$ cat config.mk
export PLATFORM = sky130hd
export DESIGN_NAME = tile_scheduler_flat
export DESIGN_NICKNAME = d
export VERILOG_FILES = /design/src/rtl/tile_scheduler_if.sv /design/src/rtl/tile_scheduler.sv /design/src/flat_wrapper.sv
export SDC_FILE = /design/constraint.sdc
export NUM_CORES = 1
export LEC_CHECK = 0
export BUFFER_PORTS_ARGS = -buffer_cell sky130_fd_sc_hd__buf_4
export CAP_MARGIN = 20
export CORE_ASPECT_RATIO = 1.1
export CORE_MARGIN = 5
export CORE_UTILIZATION = 26
export DETAILED_ROUTE_END_ITERATION = 12
export GPL_ROUTABILITY_DRIVEN = 0
export PLACE_DENSITY = 0.52
export SYNTH_ARGS = -nofsm -noshare
export SYNTH_HDL_FRONTEND = slang
export SYNTH_SLANG_ARGS = --single-unit
$ cat constraint.sdc
create_clock -name clk -period 5.9 [get_ports clk]
set_clock_uncertainty 0.2 [all_clocks]
set_input_delay 0 -clock clk [delete_from_list [all_inputs] [get_ports clk]]
set_output_delay 0 -clock clk [all_outputs]
set_load 0.05 [all_outputs]
$ cat src/rtl/tile_scheduler_if.sv
// ============================================================================
// Module      : tile_scheduler_if
// Description : CSR-side and datapath-side signal bundle of the tile scheduler.
// Revision    : 1.0 - initial release
// ============================================================================
`default_nettype none

interface tile_scheduler_if #(
    parameter int DIM_W  = 16,
    parameter int TILE_W = 8
);
    logic              start_pulse;
    logic              abort_pulse;
    logic [DIM_W-1:0]  M;
    logic [DIM_W-1:0]  N;
    logic [DIM_W-1:0]  K;
    logic [TILE_W-1:0] Tm;
    logic [TILE_W-1:0] Tn;
    logic [TILE_W-1:0] Tk;
    logic              load_req;
    logic              load_bank;
    logic              load_done;
    logic              tile_start;
    logic              rd_bank;
    logic              last_k;
    logic              core_done_tile_pulse;
    logic [DIM_W-1:0]  m_idx;
    logic [DIM_W-1:0]  n_idx;
    logic [DIM_W-1:0]  k_idx;
    logic [TILE_W-1:0] len_m;
    logic [TILE_W-1:0] len_n;
    logic [TILE_W-1:0] len_k;
    logic              busy;
    logic              done_pulse;
    logic              cfg_error;

    modport master (
        input  start_pulse, abort_pulse, M, N, K, Tm, Tn, Tk,
        input  load_done, core_done_tile_pulse,
        output load_req, load_bank, tile_start, rd_bank, last_k,
        output m_idx, n_idx, k_idx, len_m, len_n, len_k,
        output busy, done_pulse, cfg_error
    );

    modport slave (
        output start_pulse, abort_pulse, M, N, K, Tm, Tn, Tk,
        output load_done, core_done_tile_pulse,
        input  load_req, load_bank, tile_start, rd_bank, last_k,
        input  m_idx, n_idx, k_idx, len_m, len_n, len_k,
        input  busy, done_pulse, cfg_error
    );
endinterface

`default_nettype wire

$ cat src/rtl/tile_scheduler.sv
// ============================================================================
// Module      : tile_scheduler
// Description : Walks an MxNxK GEMM tile by tile (k innermost), handshaking
//               with the buffer loader and systolic core, ping-ponging banks.
//               Optional macro TILE_SCHED_PERF_EN adds performance counters.
// Revision    : 1.0 - initial release
// ============================================================================
`default_nettype none

module tile_scheduler #(
    parameter int DIM_W  = 16,
    parameter int TILE_W = 8
) (
    input  wire logic         clk,
    input  wire logic         rst_n,
    tile_scheduler_if.master  bus
`ifdef TILE_SCHED_PERF_EN
    ,
    output logic [31:0]       tiles_issued,
    output logic [31:0]       load_stall_cycles
`endif
);

    typedef enum logic [2:0] {
        S_IDLE    = 3'd0,
        S_LOAD    = 3'd1,
        S_ISSUE   = 3'd2,
        S_WAIT    = 3'd3,
        S_ADVANCE = 3'd4,
        S_DONE    = 3'd5
    } state_t;

    state_t            state_q;
    logic              load_req_q;
    logic              load_bank_q;
    logic              tile_start_q;
    logic              rd_bank_q;
    logic              last_k_q;
    logic              busy_q;
    logic              done_pulse_q;
    logic              cfg_error_q;
    logic [DIM_W-1:0]  m_idx_q, n_idx_q, k_idx_q;
    logic [DIM_W-1:0]  dim_m_q, dim_n_q, dim_k_q;
    logic [TILE_W-1:0] tm_q, tn_q, tk_q;

    logic              cfg_zero;
    logic              start_accept;
    logic              abort_active;
    logic [DIM_W:0]    m_sum, n_sum, k_sum;
    logic              m_wrap, n_wrap, k_wrap;

    function automatic logic [TILE_W-1:0] clip_len(
        input logic [DIM_W-1:0]  dim,
        input logic [DIM_W-1:0]  idx,
        input logic [TILE_W-1:0] tsz
    );
        logic [DIM_W-1:0] rem;
        rem = dim - idx;
        if (rem < DIM_W'(tsz)) clip_len = rem[TILE_W-1:0];
        else                   clip_len = tsz;
    endfunction

    assign cfg_zero = (bus.M == '0) || (bus.N == '0) || (bus.K == '0) ||
                      (bus.Tm == '0) || (bus.Tn == '0) || (bus.Tk == '0);

    // Abort has priority over every other event, including a coincident start.
    assign abort_active = bus.abort_pulse && (state_q != S_IDLE);
    assign start_accept = (state_q == S_IDLE) && bus.start_pulse &&
                          !bus.abort_pulse && !cfg_zero;

    // One extra bit keeps e.g. 0xFFFF + 0xFF from aliasing below the bound.
    assign k_sum  = {1'b0, k_idx_q} + (DIM_W+1)'(tk_q);
    assign n_sum  = {1'b0, n_idx_q} + (DIM_W+1)'(tn_q);
    assign m_sum  = {1'b0, m_idx_q} + (DIM_W+1)'(tm_q);
    assign k_wrap = (k_sum >= {1'b0, dim_k_q});
    assign n_wrap = (n_sum >= {1'b0, dim_n_q});
    assign m_wrap = (m_sum >= {1'b0, dim_m_q});

    always_ff @(posedge clk or negedge rst_n) begin
        if (!rst_n) begin
            state_q      <= S_IDLE;
            load_req_q   <= 1'b0;
            load_bank_q  <= 1'b0;
            tile_start_q <= 1'b0;
            rd_bank_q    <= 1'b0;
            last_k_q     <= 1'b0;
            busy_q       <= 1'b0;
            done_pulse_q <= 1'b0;
            cfg_error_q  <= 1'b0;
            m_idx_q      <= '0;
            n_idx_q      <= '0;
            k_idx_q      <= '0;
            dim_m_q      <= '0;
            dim_n_q      <= '0;
            dim_k_q      <= '0;
            tm_q         <= '0;
            tn_q         <= '0;
            tk_q         <= '0;
        end else begin
            tile_start_q <= 1'b0;
            done_pulse_q <= 1'b0;
            if (abort_active) begin
                state_q    <= S_IDLE;
                load_req_q <= 1'b0;
                busy_q     <= 1'b0;
                m_idx_q    <= '0;
                n_idx_q    <= '0;
                k_idx_q    <= '0;
            end else begin
                case (state_q)
                    S_IDLE: begin
                        if (bus.start_pulse && !bus.abort_pulse) begin
                            if (cfg_zero) begin
                                cfg_error_q <= 1'b1;
                            end else begin
                                dim_m_q     <= bus.M;
                                dim_n_q     <= bus.N;
                                dim_k_q     <= bus.K;
                                tm_q        <= bus.Tm;
                                tn_q        <= bus.Tn;
                                tk_q        <= bus.Tk;
                                cfg_error_q <= 1'b0;
                                m_idx_q     <= '0;
                                n_idx_q     <= '0;
                                k_idx_q     <= '0;
                                load_bank_q <= 1'b0;
                                load_req_q  <= 1'b1;
                                busy_q      <= 1'b1;
                                state_q     <= S_LOAD;
                            end
                        end
                    end
                    S_LOAD: begin
                        if (bus.load_done) begin
                            load_req_q   <= 1'b0;
                            tile_start_q <= 1'b1;
                            rd_bank_q    <= load_bank_q;
                            last_k_q     <= k_wrap;
                            state_q      <= S_ISSUE;
                        end
                    end
                    S_ISSUE: begin
                        state_q <= S_WAIT;
                    end
                    S_WAIT: begin
                        if (bus.core_done_tile_pulse) state_q <= S_ADVANCE;
                    end
                    S_ADVANCE: begin
                        load_bank_q <= ~load_bank_q;
                        if (!k_wrap) begin
                            k_idx_q <= k_sum[DIM_W-1:0];
                        end else begin
                            k_idx_q <= '0;
                            if (!n_wrap) begin
                                n_idx_q <= n_sum[DIM_W-1:0];
                            end else begin
                                n_idx_q <= '0;
                                m_idx_q <= m_wrap ? '0 : m_sum[DIM_W-1:0];
                            end
                        end
                        if (k_wrap && n_wrap && m_wrap) begin
                            done_pulse_q <= 1'b1;
                            busy_q       <= 1'b0;
                            state_q      <= S_DONE;
                        end else begin
                            load_req_q <= 1'b1;
                            state_q    <= S_LOAD;
                        end
                    end
                    S_DONE: begin
                        state_q <= S_IDLE;
                    end
                    default: begin
                        state_q <= S_IDLE;
                    end
                endcase
            end
        end
    end

`ifdef TILE_SCHED_PERF_EN
    logic [31:0] tiles_issued_q;
    logic [31:0] load_stall_q;

    always_ff @(posedge clk or negedge rst_n) begin
        if (!rst_n) begin
            tiles_issued_q <= '0;
            load_stall_q   <= '0;
        end else if (start_accept) begin
            tiles_issued_q <= '0;
            load_stall_q   <= '0;
        end else if (state_q == S_LOAD) begin
            load_stall_q <= load_stall_q + 32'd1;
            if (bus.load_done && !bus.abort_pulse) tiles_issued_q <= tiles_issued_q + 32'd1;
        end
    end

    assign tiles_issued      = tiles_issued_q;
    assign load_stall_cycles = load_stall_q;
`else
    logic unused_start_accept;
    assign unused_start_accept = start_accept;
`endif

    assign bus.load_req   = load_req_q;
    assign bus.load_bank  = load_bank_q;
    assign bus.tile_start = tile_start_q;
    assign bus.rd_bank    = rd_bank_q;
    assign bus.last_k     = last_k_q;
    assign bus.busy       = busy_q;
    assign bus.done_pulse = done_pulse_q;
    assign bus.cfg_error  = cfg_error_q;
    assign bus.m_idx      = m_idx_q;
    assign bus.n_idx      = n_idx_q;
    assign bus.k_idx      = k_idx_q;
    assign bus.len_m      = clip_len(dim_m_q, m_idx_q, tm_q);
    assign bus.len_n      = clip_len(dim_n_q, n_idx_q, tn_q);
    assign bus.len_k      = clip_len(dim_k_q, k_idx_q, tk_q);

endmodule

`default_nettype wire

$ cat src/flat_wrapper.sv
// flat-port wrapper written by rule: the top's interface ports become plain ports
module tile_scheduler_flat 
#(
    parameter int DIM_W  = 16,
    parameter int TILE_W = 8
)
  (clk, rst_n, bus_start_pulse, bus_abort_pulse, bus_M, bus_N, bus_K, bus_Tm, bus_Tn, bus_Tk, bus_load_done, bus_core_done_tile_pulse, bus_load_req, bus_load_bank, bus_tile_start, bus_rd_bank, bus_last_k, bus_m_idx, bus_n_idx, bus_k_idx, bus_len_m, bus_len_n, bus_len_k, bus_busy, bus_done_pulse, bus_cfg_error);
  tile_scheduler_if #(.DIM_W(DIM_W), .TILE_W(TILE_W)) bus_i ();
  input  wire logic clk;
  input  wire logic rst_n;
  input wire logic [$bits(bus_i.start_pulse)-1:0] bus_start_pulse;
  input wire logic [$bits(bus_i.abort_pulse)-1:0] bus_abort_pulse;
  input wire logic [$bits(bus_i.M)-1:0] bus_M;
  input wire logic [$bits(bus_i.N)-1:0] bus_N;
  input wire logic [$bits(bus_i.K)-1:0] bus_K;
  input wire logic [$bits(bus_i.Tm)-1:0] bus_Tm;
  input wire logic [$bits(bus_i.Tn)-1:0] bus_Tn;
  input wire logic [$bits(bus_i.Tk)-1:0] bus_Tk;
  input wire logic [$bits(bus_i.load_done)-1:0] bus_load_done;
  input wire logic [$bits(bus_i.core_done_tile_pulse)-1:0] bus_core_done_tile_pulse;
  output wire logic [$bits(bus_i.load_req)-1:0] bus_load_req;
  output wire logic [$bits(bus_i.load_bank)-1:0] bus_load_bank;
  output wire logic [$bits(bus_i.tile_start)-1:0] bus_tile_start;
  output wire logic [$bits(bus_i.rd_bank)-1:0] bus_rd_bank;
  output wire logic [$bits(bus_i.last_k)-1:0] bus_last_k;
  output wire logic [$bits(bus_i.m_idx)-1:0] bus_m_idx;
  output wire logic [$bits(bus_i.n_idx)-1:0] bus_n_idx;
  output wire logic [$bits(bus_i.k_idx)-1:0] bus_k_idx;
  output wire logic [$bits(bus_i.len_m)-1:0] bus_len_m;
  output wire logic [$bits(bus_i.len_n)-1:0] bus_len_n;
  output wire logic [$bits(bus_i.len_k)-1:0] bus_len_k;
  output wire logic [$bits(bus_i.busy)-1:0] bus_busy;
  output wire logic [$bits(bus_i.done_pulse)-1:0] bus_done_pulse;
  output wire logic [$bits(bus_i.cfg_error)-1:0] bus_cfg_error;
  assign bus_i.start_pulse = bus_start_pulse;
  assign bus_i.abort_pulse = bus_abort_pulse;
  assign bus_i.M = bus_M;
  assign bus_i.N = bus_N;
  assign bus_i.K = bus_K;
  assign bus_i.Tm = bus_Tm;
  assign bus_i.Tn = bus_Tn;
  assign bus_i.Tk = bus_Tk;
  assign bus_i.load_done = bus_load_done;
  assign bus_i.core_done_tile_pulse = bus_core_done_tile_pulse;
  assign bus_load_req = bus_i.load_req;
  assign bus_load_bank = bus_i.load_bank;
  assign bus_tile_start = bus_i.tile_start;
  assign bus_rd_bank = bus_i.rd_bank;
  assign bus_last_k = bus_i.last_k;
  assign bus_m_idx = bus_i.m_idx;
  assign bus_n_idx = bus_i.n_idx;
  assign bus_k_idx = bus_i.k_idx;
  assign bus_len_m = bus_i.len_m;
  assign bus_len_n = bus_i.len_n;
  assign bus_len_k = bus_i.len_k;
  assign bus_busy = bus_i.busy;
  assign bus_done_pulse = bus_i.done_pulse;
  assign bus_cfg_error = bus_i.cfg_error;
  tile_scheduler #(.DIM_W(DIM_W), .TILE_W(TILE_W)) u_core (.clk(clk), .rst_n(rst_n), .bus(bus_i));
endmodule
Word-level counts from Yosys, hierarchy flattened
Index checks and enable logic that the tools add are counted.
{"block": "word_totals", "input_bits": 78, "elab_cells": 121, "register_bits": 131, "out_inout_bits": 80}
{"block": "op_classes", "n_lt_le_gt_ge": 6, "muxes": 43, "bitwise_logic": 3, "n_reduce_logical": 31, "n_addsub": 6, "eq_ne": 14}
{"operator": "$mux 16", "count": 11}
{"operator": "$pmux 16 s2", "count": 3}
{"operator": "$add 16x8->17", "count": 3}
{"operator": "$ge 17x16->1", "count": 3}
{"operator": "$logic_not 16->1", "count": 3}
{"operator": "$lt 16x8->1", "count": 3}
{"operator": "$sub 16x16->16", "count": 3}
{"operator": "$logic_not 8->1", "count": 3}
{"operator": "$mux 8", "count": 3}
{"operator": "$reduce_and 4->1", "count": 5}
{"operator": "$mux 3", "count": 6}
{"operator": "$mux 1", "count": 16}
{"operator": "$pmux 3 s5", "count": 1}
{"operator": "$ne 3x2->1 const B", "count": 4}
{"operator": "$reduce_and 5->1", "count": 2}
{"operator": "$ne 3x1->1 const B", "count": 3}
{"operator": "$reduce_and 3->1", "count": 3}
{"operator": "$eq 3x2->1 const B", "count": 2}
{"operator": "$reduce_bool 3->1", "count": 2}
{"operator": "$logic_or 1x1->1", "count": 5}
{"operator": "$logic_and 1x1->1", "count": 4}
{"operator": "$ne 2x2->1 const B", "count": 2}
{"operator": "$pmux 1 s2", "count": 2}
{"operator": "$reduce_bool 4->1", "count": 1}
{"operator": "other kinds (8)", "count": 10}

Depth between registers and ports, before layout
{"block": "depth", "depth_word": 10, "ltp_mapped": 21, "mapped_depth_nobuf": 19}

Worst setup path before layout
Ideal clock, no wire load.
{"block": "synth_path", "path_kind": "register -> register", "start": "register u_core.k_idx_q[0], in the netlist u_core.bus.k_idx[0]", "end": "register u_core.m_idx_q[12], in the netlist u_core.bus.m_idx[12]", "arrival_ns": 4.573, "stages_incl_launch_ff": 20, "path_buffers": 2, "path_slack_ns": 1.048, "t_required_ns": 5.620, "period_less_slack_ns": 4.852, "setup_time_ns": 0.080, "path_cell_list": "dfrtp_1 > ha_1 > inv_1 > fa_1 > nor2b_1 > o21a_1 > o21ai_0 > a21oi_1 > nand2_1 > nor3_1 > xnor2_1 > ha_1 > nand3_1 > or2_2 > or4_1 > a22o_1 > clkbuf_1 > a21oi_1 > buf_2 > mux2i_1"}
{"block": "synth_between", "elab_chain_cells": 4}
{"element": "from (decl)", "line_no": "tile_scheduler.sv:42", "text": "logic [DIM_W-1:0] m_idx_q, n_idx_q, k_idx_q;"}
{"element": "from (signal assigned)", "line_no": "tile_scheduler.sv:151", "text": "k_idx_q <= k_sum[DIM_W-1:0];"}
{"element": "$add 16x8->17", "line_no": "tile_scheduler.sv:72", "text": "assign k_sum = {1'b0, k_idx_q} + (DIM_W+1)'(tk_q);"}
{"element": "$ge 17x16->1", "line_no": "tile_scheduler.sv:75", "text": "assign k_wrap = (k_sum >= {1'b0, dim_k_q});"}
{"element": "$ne 3x1->1 (no source line)"}
{"element": "$reduce_and 5->1 (no source line)"}
{"element": "to (signal assigned)", "line_no": "tile_scheduler.sv:158", "text": "m_idx_q <= m_wrap ? '0 : m_sum[DIM_W-1:0];"}
{"element": "to (decl)", "line_no": "tile_scheduler.sv:42"}
Every way passes these cells.
A chain may end at the register's enable or synchronous reset.

Worst setup path after layout
{"block": "layout_path", "start": "register u_core.dim_n_q[0]", "end": "output port bus_len_n[5]"}
{"block": "layout_between", "elab_chain_cells": 3}
{"element": "from (decl)", "line_no": "tile_scheduler.sv:43", "text": "logic [DIM_W-1:0] dim_m_q, dim_n_q, dim_k_q;"}
{"element": "from (signal assigned)", "line_no": "tile_scheduler.sv:117", "text": "dim_n_q <= bus.N;"}
{"element": "$sub 16x16->16 (*)", "line_no": "tile_scheduler.sv:58", "text": "rem = dim - idx;"}
{"element": "$lt 16x8->1", "line_no": "tile_scheduler.sv:59", "text": "if (rem < DIM_W'(tsz)) clip_len = rem[TILE_W-1:0];"}
{"element": "$mux 8 (*)", "line_no": "tile_scheduler.sv:59"}
{"element": "to (decl)", "line_no": "flat_wrapper.sv:30", "text": "output wire logic [$bits(bus_i.len_n)-1:0] bus_len_n;"}
Mark *: on every way between the ends. The rest lies on a longest branch, timed or not.

==> results.txt <==
* Remaining Overflow, GRT: 0
* Pin slew with the least headroom to its limit: around 0.83 ns
* Portion of the clock cycle consumed by the worst path in the final layout: 0.893
- Highest net fanout along the worst path: 8
- Element type at the critical path end: primary output
- Worst path bufs/invs: 3
* Peak ir drop on the vdd network: 181 uV
- Data on the critical path is required at its endpoint by between 5 and 6 ns.
- Number of core rows: approximately 80
- Worst-path cell chain: inv_1 > ha_1 > inv_1 > fa_1 > a21oi_1 > o21bai_1 > xor2_1 > ha_1 > a21o_1 > a21oi_1 > o21ai_0 > a2111oi_2 > o2111ai_1 > or4_1 > a221o_1 > mux2_4 > buf_4
* Total number of yosys warnings: 0
- Detailed Place HPWL: roughly 28000 microns
- Number of antenna violations at the first check in global routing: 1
* DR DRC count: 0
* Number of clock buffers inserted by TritonCTS: 17
- Synthesized netlist net count: 1516
- Critical path type: reg2out
- Violation count after the first detailed-route iteration: 481
* Global-route wire length before repair: 57600 microns
* Antenna diode count: 0
- Total of flip-flops plus latches after synthesis: 131
- Aggregate negative setup slack: 0 ns
- Counting flops with a built-in enable in the synthesized netlist gives 0.
- The worst pin sits at a relative slew slack of 0.438.
* Count of buffers from port buffering: between 150 and 200
* Number of instances in the synthesized netlist: around 1300
- The tool flagged a number of max-cap violations equal to 0.
- Global-route total usage across every layer: 0.157
- The die is approximately 210 microns wide.
- CTS built an H-tree with a depth of 4.
- The final layout contains 1744 nets.
- Post-Route Hold Slack: -0.0187 ns
- Setup Viol. Count Final: 0
- Total wirelength of the detailed-routed design: 36300 microns
- Leakage power summed over all cells: 6.55 nW
- CTS tree: done
* Run status: finished, violations left
- Broken down by cell family, the worst path's largest delay share belongs to compound AO/OA/AOI/OAI gates.
- Synthesized cell area: 11000 sq um
- Instance count after placement with tap cells included: 1991
- Pwr Density: 461 nW/um^2
- CTS saw ~130 sinks.
* Kind of start point of the critical path: register
- Clock-pin slew was measured on the worst setup and hold paths at 0.06 ns.
* Largest stage delay, worst path: 0.54 ns
- Timing would allow up to 190 MHz.
- Dominant cell type by area after synthesis: sky130_fd_sc_hd__dfrtp_1
- Violations in the final reports: hold timing
* Critical Path AT: 5.07 ns
* Final-layout fill cell count: about 4400
- The initial utilization of the core area, before any placement, comes to 0.261.
- For this design the top-level I/O count stands at 158.
* Antenna Nets Post-Route: 0
* Area of the core region: around 42000 sq um
- Layout Cells excl Fill: 2102
- Dividing the detail-routed via count by the number of cells gives 4.86.
- Die ar.: about 46000 sq um
- The hold violation total from the final report came to 13.
- The commonest cells after synthesis are 152 x sky130_fd_sc_hd__nand2_1, 149 x sky130_fd_sc_hd__inv_1, 138 x sky130_fd_sc_hd__ha_1.
- Syn-to-layout area delta: 28.7%
* Count leader, synth: sky130_fd_sc_hd__nand2_1
- Floorplan die height: 226 microns
- Counting flops with an async set or reset pin after synthesis yields a share of 1.00.
* Setup repair after global routing missed its margin: false
- After synthesis, the cell types taking the most area are sky130_fd_sc_hd__dfrtp_1 30%, sky130_fd_sc_hd__ha_1 16%, sky130_fd_sc_hd__o21ai_0 5.3%, sky130_fd_sc_hd__nand2_1 5.2%, sky130_fd_sc_hd__inv_1 5.1%.
- Buffers added to address setup during post-CTS repair amount to 0.
- Entering global routing, the biggest net connects 82 pins.
* Final worst path period need: 5.27 ns
* Via count of the first global-routing pass: 10500
* Syn Area/Cell: between 8 and 9 sq um
* Number of max-slew violations in the final report: 0
* Drt first pass iters: 5
- Distinct cells, synth: 72
- Counting along the longest clock path gives a buffer depth of 2.
- Clock tree synthesis selected as its root buffer the cell sky130_fd_sc_hd__clkbuf_16.
- Clock latency on the worst-skew pair: 0.45 ns
- The share of synthesized area in the top cell type comes to 0.298.
- Min-Delay Path Class: in2async
- Among all stages on the critical path, the largest delay is contributed by sky130_fd_sc_hd__or4_1.
- Util after Layout: 0.336
- The final route contains 10200 vias.
- Ratio of cells with drive above 1 in the final layout: 0.157
- Flip-flop cell with the highest count after synthesis: sky130_fd_sc_hd__dfrtp_1
- Routed wire length per instance: 17.3 microns
- The share of the Yosys chip area taken by registers is 0.298.
-- final timing paths --
kind / startpoint / end / slack, ns / cells past startpoint
max: u_core.dim_n_q[0]$_DFFE_PN0P_ / bus_len_n[5] / 0.63 / 17
min: rst_n / u_core.tn_q[0]$_DFFE_PN0P_ / -0.02 / 2
max reg2reg: u_core.bus.k_idx[0]$_DFFE_PN0P_ / u_core.bus.m_idx[0]$_DFFE_PN0P_ / 0.86 / 18
min reg2reg: u_core.bus.load_req$_DFFE_PN0P_ / u_core.bus.load_req$_DFFE_PN0P_ / 0.32 / 1
max in group asynchronous: rst_n / u_core.bus.n_idx[13]$_DFFE_PN0P_ / 4.25 / 3
min in group clk: bus_M[5] / u_core.dim_m_q[5]$_DFFE_PN0P_ / 0.10 / 4
-- worst reg2reg max path, delay by kind of cell, from the launching register on --
family / cells / cell delay [ns]
AND/OR/NAND/NOR: 6 / 1.47
adder cells (fa/ha/maj): 3 / 0.91
multiplexers: 1 / 0.38
buffers and inverters: 2 / 0.34
AO/OA/AOI/OAI: 5 / 1.11
flip-flops: 1 / 0.40
XOR/XNOR: 1 / 0.13
-- layout by cell type, fill, tap and decap left out, types with 48 or more instances in the layout --
master,Yosys,layout
sky130_fd_sc_hd__inv_1,149,149
sky130_fd_sc_hd__a21oi_1,76,76
sky130_fd_sc_hd__o21ai_0,117,117
sky130_fd_sc_hd__dlygate4sd3_1,0,79
sky130_fd_sc_hd__buf_4,0,165
sky130_fd_sc_hd__nand2_1,152,152
sky130_fd_sc_hd__dfrtp_1,131,131
sky130_fd_sc_hd__ha_1,138,138
sky130_fd_sc_hd__nor2_1,58,58
sky130_fd_sc_hd__xnor2_1,48,48
-- metal layers --
| layer | up-vias | global-route usage | part of all wire |
|---|---|---|---|
| met5 | - | 0 | 0.00019 |
| met4 | 2 | 0.0434 | 0.018 |
| met2 | 205 | 0.269 | 0.49 |
| met3 | 37 | 0.0237 | 0.037 |
| li1 | 5058 | - | - |
| met1 | 4924 | 0.206 | 0.45 |
-- layout make-up --
class	count	area, sq um	share of cell area
clock buffer	20	457	0.0323
clock inverter	12	83.8	0.00593
inverter	149	559	0.0396
multi-input combinational	978	7000	0.496
sequential	131	3280	0.232
tap	567	709	0.0502
timing repair buffer	245	2040	0.144
-- state kept, by name (all words and copies together) (netlist names) --
| register | cells |
|---|---|
| u_core.bus.n_idx | 16 |
| u_core.bus.rd_bank | 1 |
| u_core.dim_m_q | 16 |
| u_core.bus.busy | 1 |
| u_core.bus.load_req | 1 |
| u_core.bus.tile_start | 1 |
| u_core.bus.k_idx | 16 |
| u_core.bus.m_idx | 16 |
| u_core.bus.last_k | 1 |
| u_core.state_q | 3 |
| u_core.tm_q | 8 |
| u_core.dim_n_q | 16 |
| u_core.bus.cfg_error | 1 |
| u_core.bus.done_pulse | 1 |
| u_core.tk_q | 8 |
| u_core.bus.load_bank | 1 |
| u_core.dim_k_q | 16 |
| u_core.tn_q | 8 |
-- power by group --
part	internal (mW)	switching (mW)	total, mW
Combinational	1.65	2.44	4.09
Sequential	1.17	0.248	1.42
Clock	0.556	0.451	1.01
-- cell families after synthesis --
group           Yosys count  synth area share
simple gates            363             0.158
buf+inv                 185            0.0649
mux                      43            0.0444
fa+ha+maj               144             0.168
xor+xnor                 66            0.0543
compound gates          362             0.212
flops                   131             0.298
-- per-stage QoR --
| stage | hold slack [ns] | power [mW] | setup WS (ns) | area [sq um] |
|---|---|---|---|---|
| 2_1_floorplan | -0.496 | 4.36 | 1.05 | 11000 |
| 3_3_place_gp | -0.0775 | 5.42 | 1.02 | 12800 |
| 3_5_place_dp | -0.0778 | 5.45 | 0.880 | 12800 |
| 4_1_cts | 0.00494 | 6.56 | 0.635 | 14100 |
| 5_1_grt | 0.0859 | 7.09 | 0.265 | 14100 |
| 6_report | -0.0187 | 6.51 | 0.629 | 14100 |
-- timing repair --
action / CTS / global route
hold endpoints to repair: 162 / 0
resized for setup: 0 / 0
hold buffers: 79 / 0
No activity file was read; power rests on OpenSTA's default activity.
